**config.mk**
```make
export PLATFORM = sky130hd
export DESIGN_NAME = instr_encoder_loader
export DESIGN_NICKNAME = d
export VERILOG_FILES = /design/src/rtl/riscv_pkg.sv /design/src/rtl/instr_field_encoder.sv /design/src/rtl/instr_encoder_loader.sv
export SDC_FILE = /design/constraint.sdc
export NUM_CORES = 1
export LEC_CHECK = 0
export ABC_AREA = 1
export CORE_MARGIN = 2
export CORE_UTILIZATION = 41
export CTS_BUF_LIST = sky130_fd_sc_hd__clkbuf_4
export CTS_CLUSTER_DIAMETER = 30
export DETAILED_ROUTE_END_ITERATION = 10
export PLACE_DENSITY = 0.79
export SYNTH_ARGS = -nofsm -noshare
export SYNTH_HDL_FRONTEND = slang
export SYNTH_SLANG_ARGS = --single-unit
```
**constraint.sdc**
```tcl
create_clock -name clk -period 1.7 [get_ports clk]
set_input_delay 0.17 -clock clk [delete_from_list [all_inputs] [get_ports clk]]
set_output_delay 0.17 -clock clk [all_outputs]
set_load 0.01 [all_outputs]
```
**src/rtl/riscv_pkg.sv**
```systemverilog
// rtl/riscv_pkg.sv - RV32I opcodes, instruction formats and loader types
package riscv_pkg;

    localparam logic [6:0] OP_R      = 7'b0110011;
    localparam logic [6:0] OP_IMM    = 7'b0010011;
    localparam logic [6:0] OP_LOAD   = 7'b0000011;
    localparam logic [6:0] OP_STORE  = 7'b0100011;
    localparam logic [6:0] OP_BRANCH = 7'b1100011;
    localparam logic [6:0] OP_JAL    = 7'b1101111;
    localparam logic [6:0] OP_JALR   = 7'b1100111;
    localparam logic [6:0] OP_LUI    = 7'b0110111;
    localparam logic [6:0] OP_AUIPC  = 7'b0010111;

    typedef enum logic [2:0] {
        FMT_R,
        FMT_I,
        FMT_S,
        FMT_B,
        FMT_J,
        FMT_U
    } fmt_e;

    // Decoded field bundle; in_last is session control and travels separately
    typedef struct packed {
        logic [6:0]  opcode;
        logic [2:0]  funct3;
        logic [6:0]  funct7;
        logic [4:0]  rd;
        logic [4:0]  rs1;
        logic [4:0]  rs2;
        logic [31:0] imm;
    } instr_fields_t;

    typedef enum logic [1:0] {
        ST_IDLE,
        ST_LOAD,
        ST_DONE
    } state_e;

endpackage

```
**src/rtl/instr_field_encoder.sv**
```systemverilog
// rtl/instr_field_encoder.sv - combinational RV32I fields-to-machine-word encoder
module instr_field_encoder
    import riscv_pkg::*;
(
    input  instr_fields_t fields,
    output logic [31:0]   word,
    output fmt_e          fmt,
    output logic          legal
);

    logic shift_imm;

    assign shift_imm = (fields.opcode == OP_IMM) &&
                       ((fields.funct3 == 3'b001) || (fields.funct3 == 3'b101));

    // Classify the opcode into its encoding format
    always_comb begin
        fmt   = FMT_R;
        legal = 1'b1;
        case (fields.opcode)
            OP_R:                     fmt = FMT_R;
            OP_IMM, OP_LOAD, OP_JALR: fmt = FMT_I;
            OP_STORE:                 fmt = FMT_S;
            OP_BRANCH:                fmt = FMT_B;
            OP_JAL:                   fmt = FMT_J;
            OP_LUI, OP_AUIPC:         fmt = FMT_U;
            default:                  legal = 1'b0;
        endcase
    end

    // Scatter the fields into the 32-bit word according to the format
    always_comb begin
        word = 32'h0;
        if (legal) begin
            case (fmt)
                FMT_R: word = {fields.funct7, fields.rs2, fields.rs1, fields.funct3,
                               fields.rd, fields.opcode};
                FMT_I: begin
                    if (shift_imm)
                        word = {fields.funct7, fields.imm[4:0], fields.rs1, fields.funct3,
                                fields.rd, fields.opcode};
                    else
                        word = {fields.imm[11:0], fields.rs1, fields.funct3,
                                fields.rd, fields.opcode};
                end
                FMT_S: word = {fields.imm[11:5], fields.rs2, fields.rs1, fields.funct3,
                               fields.imm[4:0], fields.opcode};
                FMT_B: word = {fields.imm[12], fields.imm[10:5], fields.rs2, fields.rs1,
                               fields.funct3, fields.imm[4:1], fields.imm[11], fields.opcode};
                FMT_J: word = {fields.imm[20], fields.imm[10:1], fields.imm[11],
                               fields.imm[19:12], fields.rd, fields.opcode};
                FMT_U: word = {fields.imm[31:12], fields.rd, fields.opcode};
                default: word = 32'h0;
            endcase
        end
    end

endmodule

```
**src/rtl/instr_encoder_loader.sv**
```systemverilog
// rtl/instr_encoder_loader.sv - encodes RV32I field bundles and writes them to instruction memory
module instr_encoder_loader
    import riscv_pkg::*;
#(
    parameter int ADDR_W    = 10,
    parameter int BASE_ADDR = 0
) (
    input  logic              clk,
    input  logic              rst,
    input  logic              start,
    input  logic              in_valid,
    output logic              in_ready,
    input  logic [6:0]        in_opcode,
    input  logic [2:0]        in_funct3,
    input  logic [6:0]        in_funct7,
    input  logic [4:0]        in_rd,
    input  logic [4:0]        in_rs1,
    input  logic [4:0]        in_rs2,
    input  logic [31:0]       in_imm,
    input  logic              in_last,
    output logic              im_we,
    output logic [ADDR_W-1:0] im_addr,
    output logic [31:0]       im_wdata,
    output logic              busy,
    output logic              done,
    output logic              err,
    output logic [ADDR_W:0]   count
);

    localparam logic [ADDR_W-1:0] BASE     = ADDR_W'(BASE_ADDR);
    localparam logic [ADDR_W:0]   CAPACITY = {1'b1, {ADDR_W{1'b0}}};

    state_e        state;
    instr_fields_t fields;
    logic [31:0]   enc_word;
    fmt_e          enc_fmt;
    logic          enc_legal;
    logic          accept;
    logic          write_ok;
    logic [ADDR_W:0] count_next;

    assign fields = '{opcode: in_opcode, funct3: in_funct3, funct7: in_funct7,
                      rd: in_rd, rs1: in_rs1, rs2: in_rs2, imm: in_imm};

    instr_field_encoder u_enc (
        .fields (fields),
        .word   (enc_word),
        .fmt    (enc_fmt),
        .legal  (enc_legal)
    );

    // The memory retires every registered write in one cycle, so LOAD can always
    // take a bundle except in a start cycle, which restarts the session instead.
    assign in_ready   = (state == ST_LOAD) && !start;
    assign accept     = in_valid && in_ready;
    // fmt is only meaningful for a legal opcode; both must agree before writing
    assign write_ok   = enc_legal && (enc_fmt inside {FMT_R, FMT_I, FMT_S, FMT_B, FMT_J, FMT_U});
    assign count_next = count + 1'b1;

    // Session FSM, registered write port and word counter
    always_ff @(posedge clk or posedge rst) begin
        if (rst) begin
            state    <= ST_IDLE;
            im_we    <= 1'b0;
            im_addr  <= BASE;
            im_wdata <= 32'h0;
            busy     <= 1'b0;
            done     <= 1'b0;
            err      <= 1'b0;
            count    <= '0;
        end else begin
            im_we <= 1'b0;
            if (start) begin
                state <= ST_LOAD;
                busy  <= 1'b1;
                done  <= 1'b0;
                err   <= 1'b0;
                count <= '0;
            end else if (accept) begin
                if (write_ok) begin
                    im_we    <= 1'b1;
                    im_addr  <= BASE + count[ADDR_W-1:0];
                    im_wdata <= enc_word;
                    count    <= count_next;
                    if (in_last || (count_next == CAPACITY)) begin
                        state <= ST_DONE;
                        busy  <= 1'b0;
                        done  <= 1'b1;
                    end
                    // Filling the last slot without the program ending is an overflow
                    if (!in_last && (count_next == CAPACITY))
                        err <= 1'b1;
                end else begin
                    // Illegal bundle is consumed without a write
                    err <= 1'b1;
                    if (in_last) begin
                        state <= ST_DONE;
                        busy  <= 1'b0;
                        done  <= 1'b1;
                    end
                end
            end
        end
    end

endmodule

```
==> impl_metrics.csv, run 1 <==
group,metric,value,unit
power_and_ir_drop,power_frac_comb,29.0,%
floorplan,rows,32,
flow_run,cap_violations,0,
detailed_routing,num_vias,3727,
cts,numCtsBuffers,9,
place,placed_cell_area,4878,sq um
worst_setup_path,crit_path_cell_trace,"ha_4, buf_4, nand2_1, nand2_1, nand2_2, nand3_1, nor2_1, nand2_1, nand2_1, nand3_1, nand2_1, nand2_1",
floorplan,die_area,8726,sq um
cts,clk_pin_slew,0.10,ns
timing,period_share,99.99,%
logic_synthesis,yosys.cell_types.count,32,
detailed_routing,vias_per_cell,5.162,
power_and_ir_drop,p_leak,2.479,nW
worst_setup_path,crit_arrival,1.99,ns
detailed_routing,drc,0,
timing,clock-skew-final,0.01716,ns
logic_synthesis,ys_top_cells_by_area,"dfrtp_1 44%, nand2_1 16%, nand3_1 7.5%",
grt,gr-usage-all-layers,24.11,%
logic_synthesis,synthCells,442,
worst_setup_path,crit_slowest_cell,"dfrtp_2",
timing,rsz0062_at_grt,"yes",
grt,antenna_found_initial,0,
logic_synthesis,seq_area_frac_synth,43.51,%
detailed_routing,drt_wl_total,10910,um
floorplan,die-height,93.42,um
detailed_routing,first_pass_iters,4,
place,dp_hpwl,7808,um
final_layout,n_antenna_cell,0,
timing,max_freq,588.3,MHz
timing,finalSetupViolations,0,
power_and_ir_drop,p_sw_share,29.60,%
min_path,holdCritPathClass,"input port to asynchronous set/reset pin",
place,post-place-ws,-0.4281,ns
detailed_routing,wl_per_cell,15.11,um
grt,grt_overflow,0,
cts,clk_path_buf_depth,2,
timing,slew_headroom,78.91,%
floorplan,start_util,42.42,%
cts,clk_latency,0.41,ns
final_layout,utilization,68.52,%
worst_setup_path,end_kind,"flip-flop",
cts,htreeDepth,3,
power_and_ir_drop,p_per_area,720.5,nW/um^2
logic_synthesis,syn-cell-area,3278,sq um
place,io_buffers,126,
logic_synthesis,ys_warn_count,0,
logic_synthesis,synth_top_area_share,43.51,%
worst_setup_path,max_stage_delay,0.46,ns
cts,cts_sinks,57,
timing,hold_violations,0,
status,status,"finished clean",
place,place.gp.congestion,0.8784,
cts,cts-root-buf,"clkbuf_4",
timing,worst_pin_slew,0.3163,ns
cts,cts_hold_buf,0,
floorplan,die_w,93.42,um
detailed_routing,drtIter0Drc,199,
logic_synthesis,synth_top_area_cell,"dfrtp_1",
final_layout,drive_gt1_share,20.32,%
worst_setup_path,crit_required,1.99,ns
grt,grt_pass1_vias,3616,
worst_setup_path,crit_top_cell,"nand2_1",
timing,layout_min_cycle_time,1.700,ns
worst_setup_path,crit_fanout,5,
final_layout,fin_cells,722,
power_and_ir_drop,internal_power,2.686,mW
timing,fin_ws,0.0001330,ns
detailed_routing,ant_nets,0,
logic_synthesis,syn_area_per_cell,7.417,sq um
final_layout,nets,685,
power_and_ir_drop,switchingPower,1.129,mW
logic_synthesis,ys_ff_latch,57,
floorplan,io_pins,127,
power_and_ir_drop,seqPwrFrac,43.9,%
floorplan,core_region_area,7727,sq um
worst_setup_path,worstSetupPathType,"flip-flop to flip-flop",
grt,grt_max_degree,58,
power_and_ir_drop,vdd_drop_max,0.3664,mV
power_and_ir_drop,p_clk_share,27.1,%
final_layout,areaGrowthSynthToFinish,61.53,%
logic_synthesis,syn_nets,512,
final_layout,final_cell_area,5295,sq um
timing,slew_viol_final,0,
cts,cts_tree,"yes",
grt,grt_first_pass_wirelength,16570,um
place,placed_cells,693,
worst_setup_path,cp-start-kind,"flip-flop",
-- routing by layer --
metal | vias up | routed length [um] | track usage (%)
met5 | - | 0 | 0
met4 | 0 | 357 | 8.824
met3 | 34 | 678 | 5.721
met2 | 149 | 5302 | 41.67
met1 | 1753 | 4573 | 29.13
li1 | 1791 | - | -
-- per-stage QoR --
step                hold WS, ns  setup TNS, ns  total power [mW]
global route             0.1317        -0.4721             3.997
floorplan                0.2796              0             2.067
detailed placement       0.4757         -17.99             2.779
CTS                      0.1358              0             3.794
finish                   0.1177              0             3.815
global placement         0.4698         -14.50             2.758
-- flip-flops by register name (all words and copies together) (netlist names) --
name,flops
im_wdata,32
im_addr,10
im_we,1
state,1
err,1
done,1
count,11
-- cells by family (layout without fill, tap and decap cells) --
logic type | count (synthesis) | count (layout) | synth area share [%]
AO/OA/AOI/OAI | 61 | 61 | 11.53
XOR/XNOR | 1 | 1 | 0.2672
AND/OR/NAND/NOR | 266 | 266 | 36.03
buffers and inverters | 56 | 234 | 8.282
flip-flops | 57 | 57 | 43.51
adder cells (fa/ha/maj) | 1 | 1 | 0.3816
-- cell type report --
type | count | area (sq um)
inverter | 40 | 150.1
multi-input combinational | 329 | 1675
sequential | 57 | 1431
clock inverter | 4 | 43.79
fill | 621 | 2432
clock buffer | 12 | 90.09
tap | 102 | 127.6
timing repair buffer | 178 | 1777
-- timing repair --
item,CTS,global route
pin swaps,2,15
cloned,0,3
gates resized for setup,6,34
setup endpoints to repair,4,38
buffers inserted,2,8
hold endpoints to repair,0,0
-- synthesized netlist by cell type --
library cell	instances
nor2_4	3
nor2_1	53
buf_6	6
nand3_2	2
inv_1	35
nor3_1	1
nand2_4	3
buf_4	3
a31oi_1	13
nand2_2	6
inv_2	5
nor3_2	1
nor3b_1	1
o22ai_2	4
o22ai_1	2
clkbuf_1	3
a41oi_1	1
nor3_4	1
nor2_2	2
nand4_1	6
a22oi_1	2
a21oi_1	11
o21ai_1	10
or2_2	2
ha_1	1
xor2_1	1
dfrtp_1	57
o21ai_0	14
nand2_1	136
nand3_1	49
buf_2	4
o21ai_2	4
-- power by group through the flow --
stage	Clock, mW	Combinational [mW]	Sequential (mW)
final	1.03	1.11	1.68
after global placement	0	1.06	1.70
after floorplan	0	0.301	1.77
after detailed placement	0	1.09	1.69
after CTS	1.02	1.10	1.67
after global routing	1.10	1.20	1.70
-- critical path: cells and delay by family, from the launching register on --
| kind | cells | cell delay, ns |
|---|---|---|
| simple gates | 10 | 0.79 |
| flops | 1 | 0.46 |
| buf+inv | 1 | 0.15 |
| fa+ha+maj | 1 | 0.19 |
-- path summary, 6_finish.rpt --
| check | cells past startpoint | startpoint | slack (ns) | end |
|---|---|---|---|---|
| max in group asynchronous | 3 | rst | 1.29 | count[1]$_DFFE_PP0P_ |
| min in group clk | 3 | in_imm[19] | 0.33 | im_wdata[19]$_DFFE_PP0P_ |
| worst min-delay path | 3 | rst | 0.12 | im_wdata[17]$_DFFE_PP0P_ |
| worst max-delay path | 12 | count[1]$_DFFE_PP0P_ | 0.0001 | err$_DFFE_PP0P_ |
| worst max register to register | 12 | count[1]$_DFFE_PP0P_ | 0.0001 | err$_DFFE_PP0P_ |
| worst min register to register | 2 | im_wdata[31]$_DFFE_PP0P_ | 0.49 | im_wdata[31]$_DFFE_PP0P_ |
-- layout by cell type (no fill, tap or decap), types with 3 or more instances in the layout --
master           count
nand3_1             46
o21ai_1             10
inv_1               32
dlymetal6s2s_1       3
clkbuf_4            12
nand3_2              4
a31oi_1             12
buf_4               41
o22ai_2              4
clkbuf_16            3
nand2_2             13
dfrtp_1             53
buf_6                5
o21ai_0             14
nor2_4               5
nand4_1              6
nand2_1            129
a21oi_1             11
o21ai_2              4
inv_2                8
nor2_2               5
buf_12               4
nor2_1              48
dfrtp_2              4
clkdlybuf4s50_1    121
(Power assumes the default switching activity.)
==> run 2: changes to the inputs <==
CORE_MARGIN = default   (was 2)
==> run 2 against run 1 <==
  * Global-route usage is 0.74 points higher
  * Final cell count increased by 0.55%
  * Count of clock-buffer cells in the layout down 2
  * Flip-flop and latch count stayed put
  * Total power rose by 2.6%
  * Critical path depth grew 1
  * Non-clock buffer count up 3
  * Largest power group unchanged
  * Highest routed layer unchanged
==> impl_metrics.csv, run 2 (synthesis results as in run 1) <==
group,metric,value,unit
detailed_routing,wl_met1,4492,um
final_layout,largest_register,"im_wdata",
floorplan,start_util,42.42,%
timing,period_share,99.92,%
status,status,"finished clean",
detailed_routing,num_vias,3796,
cts,cts_tree,"yes",
cts,numCtsBuffers,9,
final_layout,fin_cells,726,
power_and_ir_drop,p_leak,2.511,nW
final_layout,utilization,69.67,%
detailed_routing,drt_wl_total,11040,um
timing,max_freq,588.7,MHz
detailed_routing,vias_per_cell,5.229,
worst_setup_path,r2r_start,"count[0]$_DFFE_PP0P_",
detailed_routing,drc,0,
place,dp_hpwl,7851,um
power_and_ir_drop,power.total,3.913,mW
detailed_routing,dr_wl_met2,5561,um
worst_setup_path,r2r_cells,13,
power_and_ir_drop,vdd_drop_max,0.4368,mV
worst_setup_path,crit_top_cell,"nand2_1",
timing,hold_violations,0,
worst_setup_path,crit_path_cell_trace,"ha_4, nand3_1, nand2_1, nand2_1, inv_1, nor2_2, nand3_2, nor2_4, nand2_2, nand3_2, nand2_1, nand2_1, nand2_1",
timing,finalSetupViolations,0,
timing,slew_viol_final,0,
cts,clk_pin_slew,0.11,ns
cts,cts_sinks,57,
timing,layout_min_cycle_time,1.699,ns
floorplan,io_pins,127,
final_layout,largest_reg_flops,32,
worst_setup_path,max_stage_delay,0.44,ns
detailed_routing,ant_nets,0,
timing,slew_headroom,77.55,%
grt,grt_max_degree,29,
detailed_routing,first_pass_iters,5,
worst_setup_path,worstSetupPathType,"flip-flop to flip-flop",
grt,antenna_found_initial,0,
worst_setup_path,crit_arrival,1.97,ns
worst_setup_path,rrSetupSlack,0.001,ns
final_layout,nets,688,
worst_setup_path,crit_slowest_cell,"dfrtp_2",
worst_setup_path,cp-start-kind,"flip-flop",
place,post-place-ws,-0.3917,ns
detailed_routing,drtIter0Drc,160,
cts,clk_path_buf_depth,2,
timing,worst_pin_slew,0.3363,ns
place,io_buffers,126,
detailed_routing,dr_wl_met3,662,um
grt,grt_first_pass_wirelength,16290,um
detailed_routing,routed.top_layer,"met4",
flow_run,cap_violations,0,
timing,rsz0062_at_grt,"yes",
place,place.gp.congestion,0.8713,
grt,grt_pass1_vias,3534,
min_path,holdCritPathClass,"input port to asynchronous set/reset pin",
floorplan,core_region_area,7727,sq um
floorplan,die-height,91.42,um
timing,fin_ws,0.001324,ns
power_and_ir_drop,p_per_area,726.8,nW/um^2
cts,htreeDepth,3,
timing,clock-skew-final,0.02087,ns
cts,cts-root-buf,"clkbuf_4",
final_layout,top_regs,"im_wdata x32, count x11, im_addr x10",
worst_setup_path,crit_fanout,4,
cts,clk_latency,0.40,ns
place,placed_cells,694,
worst_setup_path,critical_path.reg2reg.endpoint,"state[0]$_DFFE_PP0P_",
grt,grt_overflow,0,
detailed_routing,wl_per_cell,15.21,um
worst_setup_path,crit_start,"count[0]$_DFFE_PP0P_",
final_layout,areaGrowthSynthToFinish,64.24,%
worst_setup_path,crit_required,1.97,ns
floorplan,die_area,8357,sq um
floorplan,rows,32,
final_layout,final_common_cell,"nand2_1",
grt,gr-usage-all-layers,24.84,%
final_layout,drive_gt1_share,21.35,%
cts,cts_hold_buf,0,
worst_setup_path,end_kind,"flip-flop",
final_layout,mostFrequentLayoutCells,"128 x nand2_1, 122 x clkdlybuf4s50_1, 52 x dfrtp_1, 47 x nor2_1, 43 x nand3_1",
floorplan,die_w,91.42,um
-- run 2: changes by cell type in the layout (fill, tap and decap cells not counted), moves of 3 or more --
cell     change
nor2_2       -3
nor2_4       +4
nand3_1      -3
nand3_2      +3
-- run 2: how the worst max path moves through the flow --
stage	endpoint	slack [ns]	depth (start not counted)
floorplan	count[0]$_DFFE_PP0P_	0.005	1
global placement	im_wdata[27]$_DFFE_PP0P_	-0.32	13
detailed placement	state[0]$_DFFE_PP0P_	-0.39	12
CTS	state[0]$_DFFE_PP0P_	0.002	12
global route	state[0]$_DFFE_PP0P_	-0.14	13
finish	state[0]$_DFFE_PP0P_	0.001	13
-- run 2: critical path: cells and delay by family (launching register included) --
| kind | cells | cell delay, ns |
|---|---|---|
| buf+inv | 1 | 0.07 |
| fa+ha+maj | 1 | 0.18 |
| simple gates | 11 | 0.89 |
| flops | 1 | 0.44 |
-- run 2: report_power, final --
part           internal (mW)  switching (mW)
Clock                  0.604           0.529
Combinational          0.655           0.451
Sequential              1.55           0.126
Total                   2.81            1.11
-- run 2: timing repair --
item | 4_1_cts | 5_1_grt
buffers inserted | 2 | 11
cloned | 0 | 2
setup endpoints to repair | 3 | 34
pin swaps | 1 | 15
gates resized for setup | 4 | 46
-- run 2: per-stage QoR --
| step | instance area (sq um) | hold slack, ns | setup TNS, ns |
|---|---|---|---|
| global route | 5381 | 0.05517 | -0.6778 |
| floorplan | 3282 | 0.2796 | 0 |
| global placement | 4923 | 0.4527 | -15.12 |
| detailed placement | 4923 | 0.4585 | -17.91 |
| CTS | 5104 | 0.03013 | 0 |
| finish | 5384 | 0.03842 | 0 |
-- run 2: metal layers --
layer  vias to the layer above  track usage, %
li1                       1794               -
met1                      1812           29.63
met2                       158           42.73
met3                        32           6.700
met4                         0           8.995
met5                         -               0
-- run 2: final cells by class --
cell class                 instances  area, sq um
timing repair buffer             181         1795
tap                              102        127.6
sequential                        57         1433
fill                             600         2344
clock inverter                     6        82.58
inverter                          40        150.1
multi-input combinational        329         1718
clock buffer                      10        75.07
antenna                            1        2.502
